--- src/rtl/mips_ctrl_pkg.sv ---
// Shared encodings and phase-sequencing helpers for the MIPS control path.
// Each instruction class walks a fixed phase list that ends at a class-specific last phase.
package mips_ctrl_pkg;

    typedef enum logic [2:0] {
        PH_IDLE   = 3'd0,
        PH_FETCH  = 3'd1,
        PH_DECODE = 3'd2,
        PH_EXEC   = 3'd3,
        PH_MEM    = 3'd4,
        PH_WB     = 3'd5,
        PH_DUMMY  = 3'd6
    } phase_t;

    typedef enum logic [1:0] {
        CLS_ALU    = 2'd0,
        CLS_BRANCH = 2'd1,
        CLS_LOAD   = 2'd2,
        CLS_STORE  = 2'd3
    } op_class_t;

    function automatic phase_t last_phase(input op_class_t cls);
        phase_t lp;
        case (cls)
            CLS_ALU:    lp = PH_DUMMY;
            CLS_BRANCH: lp = PH_EXEC;
            CLS_LOAD:   lp = PH_WB;
            CLS_STORE:  lp = PH_MEM;
            default:    lp = PH_DUMMY;
        endcase
        return lp;
    endfunction

    // Successor of a phase inside an instruction; the class's last phase wraps to FETCH.
    function automatic phase_t next_phase(input phase_t ph, input op_class_t cls);
        phase_t nxt;
        case (ph)
            PH_IDLE:   nxt = PH_FETCH;
            PH_FETCH:  nxt = PH_DECODE;
            PH_DECODE: nxt = PH_EXEC;
            PH_EXEC:   nxt = (cls == CLS_ALU)    ? PH_WB    :
                             (cls == CLS_BRANCH) ? PH_FETCH : PH_MEM;
            PH_MEM:    nxt = (cls == CLS_LOAD)   ? PH_WB    : PH_FETCH;
            PH_WB:     nxt = (cls == CLS_ALU)    ? PH_DUMMY : PH_FETCH;
            default:   nxt = PH_FETCH;
        endcase
        return nxt;
    endfunction

endpackage

--- src/rtl/wrap_counter.sv ---
// Free-running modulo-2^WIDTH counter that steps when inc is high.
// Synchronous active-high reset has priority over inc.
module wrap_counter #(
    parameter int WIDTH = 16
) (
    input  logic             clk,
    input  logic             reset,
    input  logic             inc,
    output logic [WIDTH-1:0] count
);

    always_ff @(posedge clk) begin
        if (reset) begin
            count <= '0;
        end else if (inc) begin
            count <= count + 1'b1;
        end
    end

endmodule

--- src/rtl/machine_cycle_seq.sv ---
// Per-instruction-class phase sequencer with stall/flush/enable gating,
// per-instruction cycle counter, retired-instruction counter and sticky budget overrun.
module machine_cycle_seq
    import mips_ctrl_pkg::*;
#(
    parameter int CNT_WIDTH    = 4,
    parameter int MAX_CYCLES   = 12,
    parameter int RETIRE_WIDTH = 16
) (
    input  logic                    clk,
    input  logic                    reset,
    input  logic                    enable,
    input  logic                    stall,
    input  logic                    flush,
    input  logic [1:0]              op_class,
    output logic [2:0]              phase,
    output logic [CNT_WIDTH-1:0]    counter,
    output logic                    last,
    output logic                    done,
    output logic [RETIRE_WIDTH-1:0] retired,
    output logic                    overrun
);

    localparam logic [CNT_WIDTH-1:0] CNT_ONE = CNT_WIDTH'(1);
    localparam int unsigned          BUDGET  = MAX_CYCLES;

    phase_t                 ph_p0, ph_nxt;
    op_class_t              cls_p0, cls_nxt;
    logic [CNT_WIDTH-1:0]   cnt_p0, cnt_nxt;
    logic                   done_p0, done_nxt;
    logic                   ovr_p0, ovr_nxt;
    logic                   retire;

    function automatic logic [CNT_WIDTH-1:0] sat_inc(input logic [CNT_WIDTH-1:0] v);
        return (v == {CNT_WIDTH{1'b1}}) ? v : v + 1'b1;
    endfunction

    assign last = (ph_p0 == last_phase(cls_p0));

    // next-state: flush > hold (enable low) > start from IDLE > stall > advance
    always_comb begin
        ph_nxt   = ph_p0;
        cls_nxt  = cls_p0;
        cnt_nxt  = cnt_p0;
        done_nxt = 1'b0;
        retire   = 1'b0;

        if (flush) begin
            if (enable) begin
                ph_nxt  = PH_FETCH;
                cnt_nxt = CNT_ONE;
            end else begin
                ph_nxt  = PH_IDLE;
                cnt_nxt = '0;
            end
        end else if (!enable) begin
            ph_nxt = ph_p0;
        end else if (ph_p0 == PH_IDLE) begin
            ph_nxt  = PH_FETCH;
            cnt_nxt = CNT_ONE;
        end else if (stall) begin
            cnt_nxt = sat_inc(cnt_p0);
        end else if (last) begin
            ph_nxt   = PH_FETCH;
            cnt_nxt  = CNT_ONE;
            done_nxt = 1'b1;
            retire   = 1'b1;
        end else begin
            ph_nxt  = next_phase(ph_p0, cls_p0);
            cnt_nxt = sat_inc(cnt_p0);
            if (ph_p0 == PH_DECODE) begin
                cls_nxt = op_class_t'(op_class);
            end
        end

        // Judged on the state being entered so the flag rises with the counter value itself.
        ovr_nxt = ovr_p0 |
                  ((32'(cnt_nxt) == BUDGET) && (ph_nxt != last_phase(cls_nxt)));
    end

    // state register
    always_ff @(posedge clk) begin
        if (reset) begin
            ph_p0   <= PH_IDLE;
            cls_p0  <= CLS_ALU;
            cnt_p0  <= '0;
            done_p0 <= 1'b0;
            ovr_p0  <= 1'b0;
        end else begin
            ph_p0   <= ph_nxt;
            cls_p0  <= cls_nxt;
            cnt_p0  <= cnt_nxt;
            done_p0 <= done_nxt;
            ovr_p0  <= ovr_nxt;
        end
    end

    wrap_counter #(
        .WIDTH (RETIRE_WIDTH)
    ) u_retired (
        .clk   (clk),
        .reset (reset),
        .inc   (retire),
        .count (retired)
    );

    assign phase   = ph_p0;
    assign counter = cnt_p0;
    assign done    = done_p0;
    assign overrun = ovr_p0;

endmodule

--- config.mk ---
export PLATFORM = sky130hd
export DESIGN_NAME = machine_cycle_seq
export DESIGN_NICKNAME = d
export VERILOG_FILES = /design/src/rtl/mips_ctrl_pkg.sv /design/src/rtl/wrap_counter.sv /design/src/rtl/machine_cycle_seq.sv
export SDC_FILE = /design/constraint.sdc
export NUM_CORES = 1
export LEC_CHECK = 0
export CORE_MARGIN = 2
export CORE_UTILIZATION = 37
export DETAILED_ROUTE_END_ITERATION = 10
export GPL_TIMING_DRIVEN = 0
export REMOVE_ABC_BUFFERS = 1
export SLEW_MARGIN = 20
export SYNTH_ARGS = -nofsm -noshare
export SYNTH_HDL_FRONTEND = slang
export SYNTH_HIERARCHICAL = 1
export SYNTH_SLANG_ARGS = --single-unit
--- constraint.sdc ---
create_clock -name clk -period 6.5 [get_ports clk]
set_clock_uncertainty 0.15 [all_clocks]
set_input_delay 1.3 -clock clk [delete_from_list [all_inputs] [get_ports clk]]
set_output_delay 1.3 -clock clk [all_outputs]
set_load 0.1 [all_outputs]
==> impl_results.md, run 1 <==
* Die area at 4950 sq um
* Sequential-to-total area share from yosys stat at 33.2%
* PwrDens at 148 nW/um^2
* Max-Cap Viols at 0
* RR Endpoint: u_retired/count[12]$_SDFFE_PP0P_
* I/O Pins at 33
* CP Max Fanout at 17
* Post-synth top area cell: dfxtp_1
* CTS Buffer Depth at 2
* WS Path Type: primary input to flip-flop
* Initial antenna violation count at 0
* Mapped Area at 1630 sq um
* CTS resizes at 0
* Min-delay worst type: flip-flop to flip-flop
* Most numerous cell in the Yosys netlist: dfxtp_1
* Setup repair after global routing missed its margin: false
* Total Wirelength at roughly 3500 um
* Worst-path cell chain: clkdlybuf4s50_1 -> nor2b_1 -> nand2_1 -> nor3_1 -> nand3_1 -> nor4_1 -> a21oi_1 -> a31o_2
* Initial Util at 38.0%
* Drt wl/cell at around 13 um
* Slew @ Worst Pin at approximately 1.0 ns
* Vias in the first global route at 1286
* CP required at 6.52 ns
* Layout cells sized above 1 at about 8.8%
* Critical path's slowest cell: clkdlybuf4s50_1
* Synthesized flop and latch total at 27
* H-tree depth at 1
* GP Congestion at between 0.7 and 0.8
* Peak VDD IR at around 0.097 mV
* Async SR Flop Fraction at 0%
* Nets at roughly 230
* Sink Count at 27
* Worst EP arrival at 4.61 ns
* # rows at 24
* Status: finished clean
* Worst-Skew Late Latency at 0.27 ns
* Reg clk slew, reported paths at 0.10 ns
* P&R area growth vs syn at 24.7%
* TritonCTS clock tree: yes
* Worst R2R Path Depth at 10
* Slew Limit Fails at 0
* Total grt overflow at 0
* Pin count of the biggest net entering global routing at 29
* DRT antenna net count at 0
* Hold EP: u_retired/count[13]$_SDFFE_PP0P_
* Root Buffer: clkbuf_8
* Final hold violation count at 0
* IO buf count at 32
* Main synth FF type: dfxtp_1
* Ant diodes at 0
* Placed Area at 1980 sq um
* Hold depth at 2
* Endpoint class of the critical path: flip-flop
* Post-layout min period at between 4 and 5 ns
* Static Leak at slightly below 0.7 nW
* Global-route wire length before repair at about 6100 um
* Finished Cell Area at a little over 2000 sq um
* Post-synthesis cell count at 188
* Post-CTS Hold Fix Bufs at 0
* Relative max-transition margin at ~31%
* Setup violators final at 0
* Setup_tns at 0 ns
* Count of different cell masters after synthesis at 45
* Vias after detailed routing at between 1000 and 1500
* Die height at slightly above 70 um
* CP Launch Type: primary input
* Top cells by count, synth: 27 x dfxtp_1, 20 x nor2_1, 13 x nand2_1
* Number of enable flip-flop cells after synthesis at 0
* Worst path bufs/invs at 1
* Pre-Repair DR Iteration Count at 4
* Post-route clock period utilization at between 70% and 80%
* Synth top area share at about a third
* Placeable core area at ~4300 sq um
* Hold path startpoint: u_retired/count[13]$_SDFFE_PP0P_
* Synth warn at 6
* Critical Path Max Stage Delay at between 0.8 and 0.9 ns
* Drt first-iter violations at 50
* Fmax at about 220 MHz
* Synth top area cells: dfxtp_1 33%, ha_1 6.1%, nor2_1 4.6%
* Family with the most delay on the worst path: simple AND/OR/NAND/NOR gates
* Drt drc at 0
* R2R setup slack at between 2 and 3 ns
* All-layer global routing usage at 14.7%
* Hpwl dp at around 2500 um
* Number of CTS-inserted buffers at 3
* Post-CTS Setup Bufs at 0
* Reg-to-reg critical path startpoint: cls_p0[1]$_SDFF_PP0_
* Die span in x at 70.4 um
* Vias/cell at 5.29
* Synthesized area per cell at 8.67 sq um
==> stage by stage <==
step	setup slack [ns]	hold WS, ns	std cells	utilization (%)	power [mW]
floorplan	1.89	0.393	180	-	0.194
global placement	1.68	0.331	264	46.2	0.208
detailed placement	1.68	0.347	264	46.2	0.208
CTS	1.94	0.361	268	47.3	0.307
global route	1.48	0.410	268	47.3	0.315
finish	1.91	0.352	268	47.3	0.301
==> state kept, by name (all words and copies together), names as in the netlist <==
signal and count:
done 1, overrun 1, u_retired/count 16, phase 3
counter 4, cls_p0 2
==> final cells by class <==
cell class              instances  area, sq um
flip-flops and latches         27          541
clock inverters                 1         7.51
clock buffers                   3         41.3
repair buffers                 32          320
fillers                       438         2260
inverters                       6         22.5
multi-input cells             147         1040
well taps                      52         65.1
==> worst max path at each step <==
stage	slack, ns	cells past startpoint	start	end
floorplan	1.89	8	phase[1]$_SDFF_PP0_	u_retired/count[13]$_SDFFE_PP0P_
global placement	1.68	8	enable	u_retired/count[13]$_SDFFE_PP0P_
detailed placement	1.68	8	enable	u_retired/count[12]$_SDFFE_PP0P_
CTS	1.94	8	enable	u_retired/count[13]$_SDFFE_PP0P_
global route	1.48	8	enable	u_retired/count[12]$_SDFFE_PP0P_
finish	1.91	8	enable	u_retired/count[12]$_SDFFE_PP0P_
==> cells by family (layout without fill, tap and decap cells) <==
| kind of cell | count (synthesis) | count (layout) | share of synthesized area [%] |
|---|---|---|---|
| AO/OA/AOI/OAI | 34 | 34 | 14.2 |
| XOR/XNOR | 14 | 14 | 7.52 |
| adder cells (fa/ha/maj) | 8 | 8 | 6.14 |
| buffers and inverters | 14 | 42 | 3.30 |
| flip-flops | 27 | 27 | 33.2 |
| multiplexers | 7 | 7 | 4.76 |
| AND/OR/NAND/NOR | 84 | 84 | 30.9 |
==> routing by layer <==
layer	part of all wire (%)	global-route usage [%]	up-vias
met3	2.7	1.88	4
met5	0	0	-
met4	1.1	3.85	0
li1	-	-	731
met1	51	21.1	659
met2	45	23.1	24
==> tightest hold or removal path: stages (launching register included) <==
cell and delay, ns:
dfxtp_1 0.34, o41ai_1 0.06, a21oi_1 0.06
==> placed cells by master (no fill, tap or decap), types with 3 or more instances in the layout <==
cell type	count
clkdlybuf4s50_1	32
dfxtp_1	27
nor2_1	20
nand2_1	13
a21oi_1	11
o21ai_0	10
nor3_1	10
nor2b_1	8
ha_1	8
xnor2_1	7
xor2_1	7
nand3_1	7
inv_1	6
nor4_1	6
nand2b_1	4
mux2_2	3
mux2i_1	3
clkbuf_8	3
==> power breakdown <==
part | internal (mW) | total (mW) | leakage [nW] | switching [mW]
Sequential | 0.167 | 0.170 | 0.218 | 0.00311
Clock | 0.0434 | 0.0970 | 0.0217 | 0.0536
Combinational | 0.0114 | 0.0344 | 0.457 | 0.0231
Total | 0.221 | 0.301 | 0.696 | 0.0798
Power figures use the tool's default switching activity.
==> run 2: changes to the inputs <==
==> constraint.sdc (replaced) <==
create_clock -name clk -period 4.49 [get_ports clk]
set_clock_uncertainty 0.15 [all_clocks]
set_input_delay 0.898 -clock clk [delete_from_list [all_inputs] [get_ports clk]]
set_output_delay 0.898 -clock clk [all_outputs]
set_load 0.1 [all_outputs]
==> impl_results.md, run 2 (same netlist as run 1, synthesis figures left out) <==
* Pre-Repair DR Iteration Count at 4
* Met1 Wirelength at around 1700 um
* Fillcell total at 438
* Vias/cell at approximately 5.3
* Drt first-iter violations at 40
* Largest Register: u_retired/count
* Worst-Skew Late Latency at approximately 0.27 ns
* Endpoint class of the critical path: primary output
* CP Max Fanout at 9
* Internal power at about 320 uW
* Routed wl met3 at 85 um
* P&R area growth vs syn at 25.0%
* All-layer global routing usage at approximately 15%
* Max-Cap Viols at 0
* PwrDens at between 200 and 250 nW/um^2
* Placed Area at a little under 2000 sq um
* R2R setup slack at 1.00 ns
* Peak VDD IR at roughly 0.14 mV
* Vias after detailed routing at 1408
* Min-delay worst type: flip-flop to flip-flop
* Die height at approximately 70 um
* Status: finished clean
* Most frequent cells in the layout: 32 x clkdlybuf4s50_1, 27 x dfxtp_1, 20 x nor2_1
* Post-CTS Setup Bufs at 0
* Layout cells sized above 1 at a little under a tenth
* Slew Limit Fails at 0
* Clock network power share at about a third
* Nets at roughly 230
* Tot Pwr at between 400 and 500 uW
* CP required at between 3 and 4 ns
* CTS resizes at 0
* Total Wirelength at 3430 um
* Number of CTS-inserted buffers at 3
* Setup violators final at 0
* Fmax at approximately 240 MHz
* TritonCTS clock tree: yes
* Final hold violation count at 0
* Post-CTS Hold Fix Bufs at 0
* WS Path Type: flip-flop to primary output
* CTS Buffer Depth at 2
* # rows at 24
* Combinational fraction of design power at around 12%
* Worst slack, placed at 0.0711 ns
* Ant diodes at 0
* Total grt overflow at 0
* Post-layout min period at approximately 4 ns
* Setup_tns at 0 ns
* Switch share at 26.4%
* I/O Pins at 33
* Slew @ Worst Pin at about 1.0 ns
* DRT antenna net count at 0
* Sink Count at 27
* Reg clk slew, reported paths at roughly 0.10 ns
* Root Buffer: clkbuf_8
* Global-route wire length before repair at between 6000 and 7000 um
* Vias in the first global route at around 1300
* Final worst slack at between 0.3 and 0.4 ns
* Seq pwr share at a little under three fifths
* Routed wire length on met2 at approximately 1600 um
* Pin count of the biggest net entering global routing at 29
* Sw Pwr at about 120 uW
* IO buf count at 32
* Max layer used: met4
* Drt wl/cell at between 10 and 15 um
* Worst EP arrival at a little over 3 ns
* Initial antenna violation count at 0
* Setup repair after global routing missed its margin: false
* GP Congestion at around 0.74
* Drt drc at 0
* CP Launch Type: flip-flop
* Initial Util at a little under two fifths
* Max reg flops at 16
* Most common cell after layout, fill and taps aside: clkdlybuf4s50_1
* Static Leak at approximately 0.70 nW
* H-tree depth at 1
* Die area at just under 5000 sq um
* Placeable core area at roughly 4300 sq um
* Die span in x at 70.4 um
* Post-route clock period utilization at about nine tenths
* Relative max-transition margin at 30.9%
* Finished Cell Area at roughly 2000 sq um
* Hpwl dp at roughly 2500 um
## run 2: cell types whose count changed in the layout (fill, tap and decap cells not counted)
cell | previous run | this run
nor3_1 | 10 | 9
nor3_2 | 1 | 2
## run 2: path summary, 6_finish.rpt
check,cells after the start,start,to
worst max-delay path,5,cls_p0[1]$_SDFF_PP0_,last
worst min-delay path,2,u_retired/count[13]$_SDFFE_PP0P_,u_retired/count[13]$_SDFFE_PP0P_
worst max register to register,10,cls_p0[1]$_SDFF_PP0_,u_retired/count[13]$_SDFFE_PP0P_
worst min register to register,2,u_retired/count[13]$_SDFFE_PP0P_,u_retired/count[13]$_SDFFE_PP0P_
## run 2: area by class of cell
class / count / area, sq um / share of cell area, %
well taps: 52 / 65.1 / 3.19
flip-flops and latches: 27 / 541 / 26.5
repair buffers: 32 / 320 / 15.7
clock buffers: 3 / 41.3 / 2.03
multi-input cells: 147 / 1040 / 51.1
inverters: 6 / 22.5 / 1.10
clock inverters: 1 / 7.51 / 0.368
## run 2: worst max-delay path, cell delays in order (launching register included)
cell             delay (ns)
dfxtp_1                0.39
inv_1                  0.11
ha_1                   0.20
or3_4                  0.38
a211oi_4               0.48
clkdlybuf4s50_1        1.23
## run 2: power groups by stage
stage / combinational [mW] / sequential [mW] / clock, mW
2_1_floorplan: 0.0179 / 0.263 / 0
3_3_place_gp: 0.0499 / 0.251 / 0
3_5_place_dp: 0.0497 / 0.251 / 0
4_1_cts: 0.0499 / 0.246 / 0.149
5_1_grt: 0.0550 / 0.246 / 0.155
6_report: 0.0501 / 0.245 / 0.140
## run 2: routing by layer
layer,up-vias,global-route usage (%)
met5,-,0
met4,0,3.85
met3,2,1.88
met2,19,23.1
met1,656,21.1
li1,731,-
## run 2: per-stage QoR
| stage | cells | util (%) | hold slack [ns] |
|---|---|---|---|
| 2_1_floorplan | 180 | - | 0.393 |
| 3_3_place_gp | 264 | 46.2 | 0.331 |
| 3_5_place_dp | 264 | 46.2 | 0.347 |
| 4_1_cts | 268 | 47.3 | 0.361 |
| 5_1_grt | 268 | 47.5 | 0.410 |
| 6_report | 268 | 47.5 | 0.352 |
==> run 3: changes to the inputs <==
--- a/config.mk
+++ b/config.mk
@@ -5,10 +5,13 @@
 export SDC_FILE = /design/constraint.sdc
 export NUM_CORES = 1
 export LEC_CHECK = 0
+export CELL_PAD_IN_SITES_DETAIL_PLACEMENT = 1
+export CELL_PAD_IN_SITES_GLOBAL_PLACEMENT = 1
 export CORE_MARGIN = 2
 export CORE_UTILIZATION = 37
 export DETAILED_ROUTE_END_ITERATION = 10
 export GPL_TIMING_DRIVEN = 0
+export PLACE_DENSITY_LB_ADDON = 0.1
 export REMOVE_ABC_BUFFERS = 1
 export SLEW_MARGIN = 20
 export SYNTH_ARGS = -nofsm -noshare
==> impl_results.md, run 3 (same netlist as run 1, synthesis figures left out) <==
* Status: finished clean
* Most common cell after layout, fill and taps aside: clkdlybuf4s50_1
* Multi-input gate area in the final layout at approximately 1000 sq um
* CTS Buffer Depth at 2
* CTS resizes at 0
* Placeable core area at around 4300 sq um
* Worst hold slack at between 0.3 and 0.4 ns
* Nets at ~230
* Slew Limit Fails at 0
* Setup repair after global routing missed its margin: false
* Initial Util at 38.0%
* Total Wirelength at between 4000 and 5000 um
* Max reg flops at 16
* Peak VDD IR at 0.117 mV
* Vias in the first global route at 1547
* IO buf count at 32
* Fillcell total at 512
* CP Max Fanout at 9
* Die area at a little under 5000 sq um
* DRT antenna net count at 0
* WS Path Type: flip-flop to primary output
* PwrDens at roughly 220 nW/um^2
* Ant diodes at 0
* All-layer global routing usage at around 18%
* Vias after detailed routing at approximately 1500
* Endpoint class of the critical path: primary output
* Sink Count at 27
* Static Leak at about 0.7 nW
* P&R area growth vs syn at 24.8%
* Relative max-transition margin at approximately a third
* Fmax at 244 MHz
* Post-layout min period at between 4 and 5 ns
* Global-route wire length before repair at between 7000 and 8000 um
* Cells after DPL at 264
* Worst EP arrival at roughly 3.1 ns
* GP Congestion at ~0.81
* # rows at 24
* Max-Cap Viols at 0
* Most frequent cells in the layout: 32 x clkdlybuf4s50_1, 27 x dfxtp_1, 20 x nor2_1
* Worst-Skew Late Latency at around 0.27 ns
* Post-CTS Setup Bufs at 0
* Pre-Repair DR Iteration Count at 4
* Final hold violation count at 0
* Slew @ Worst Pin at ~1 ns
* Total grt overflow at 0
* CP Launch Type: flip-flop
* Setup violators final at 0
* Largest Register: u_retired/count
* Pin count of the biggest net entering global routing at 29
* Die span in x at a little over 70 um
* Post-Layout Cell Count at roughly 270
* Drt first-iter violations at 49
* Post-route clock period utilization at between 90 and 100%
* Initial antenna violation count at 0
* I/O Pins at 33
* Drt wl/cell at 15.0 um
* CP required at approximately 3.4 ns
* Die height at 70.4 um
* Layout cells sized above 1 at under 10%
* Min-delay worst type: flip-flop to flip-flop
* Tot Pwr at roughly 440 uW
* TritonCTS clock tree: yes
* Post-CTS Hold Fix Bufs at 0
* Drt drc at 0
* Register Area at ~540 sq um
* Root Buffer: clkbuf_8
* Number of CTS-inserted buffers at 3
* Vias/cell at approximately 5.5
* Setup_tns at 0 ns
* Hpwl dp at approximately 3000 um
* H-tree depth at 1
* Reg clk slew, reported paths at approximately 0.09 ns
## run 3: cell count changes in the layout (fill, tap and decap cells not counted), sizes merged
cell      delta
clkbuf       +1
clkinvlp     -1
## run 3: where the power goes
group	switching (mW)	internal [mW]	total (mW)
Combinational	0.0342	0.0164	0.0506
Sequential	0.00485	0.241	0.246
Clock	0.0774	0.0637	0.141
## run 3: per-stage QoR
step | utilization (%) | setup slack [ns] | area (sq um)
after global routing | 47.4 | 0.253 | 2030
after CTS | 47.3 | 0.194 | 2030
final | 47.4 | 0.387 | 2030
after floorplan | - | -0.120 | 1600
after detailed placement | 46.2 | -0.0827 | 1980
after global placement | 46.2 | 0.0825 | 1980
## run 3: layer usage
layer	GRT usage (%)	up-vias	wire (um)
li1	-	729	-
met1	21.3	713	1830
met2	32.1	22	2070
met3	2.02	4	86
met4	5.13	0	42
met5	0	-	0
## run 3: worst max-delay path, cell delays in order (launching register included)
cell and delay (ns):
dfxtp_1 0.37, inv_1 0.10, ha_1 0.23, or3_4 0.38, a211oi_4 0.47, clkdlybuf4s50_1 1.23
## run 3: layout make-up
cell class,count,area share (%)
multi-input cells,147,51.2
flip-flops and latches,27,26.6
repair buffers,32,15.7
well taps,52,3.20
clock buffers,4,2.21
inverters,6,1.11
## run 3: path summary, 6_finish.rpt
| path | cells past startpoint | from | to | slack, ns |
|---|---|---|---|---|
| worst max-delay path | 5 | cls_p0[0]$_SDFF_PP0_ | last | 0.39 |
| worst min-delay path | 2 | u_retired/count[13]$_SDFFE_PP0P_ | u_retired/count[13]$_SDFFE_PP0P_ | 0.39 |
| worst max register to register | 10 | cls_p0[0]$_SDFF_PP0_ | u_retired/count[13]$_SDFFE_PP0P_ | 0.92 |
| worst min register to register | 2 | u_retired/count[13]$_SDFFE_PP0P_ | u_retired/count[13]$_SDFFE_PP0P_ | 0.39 |
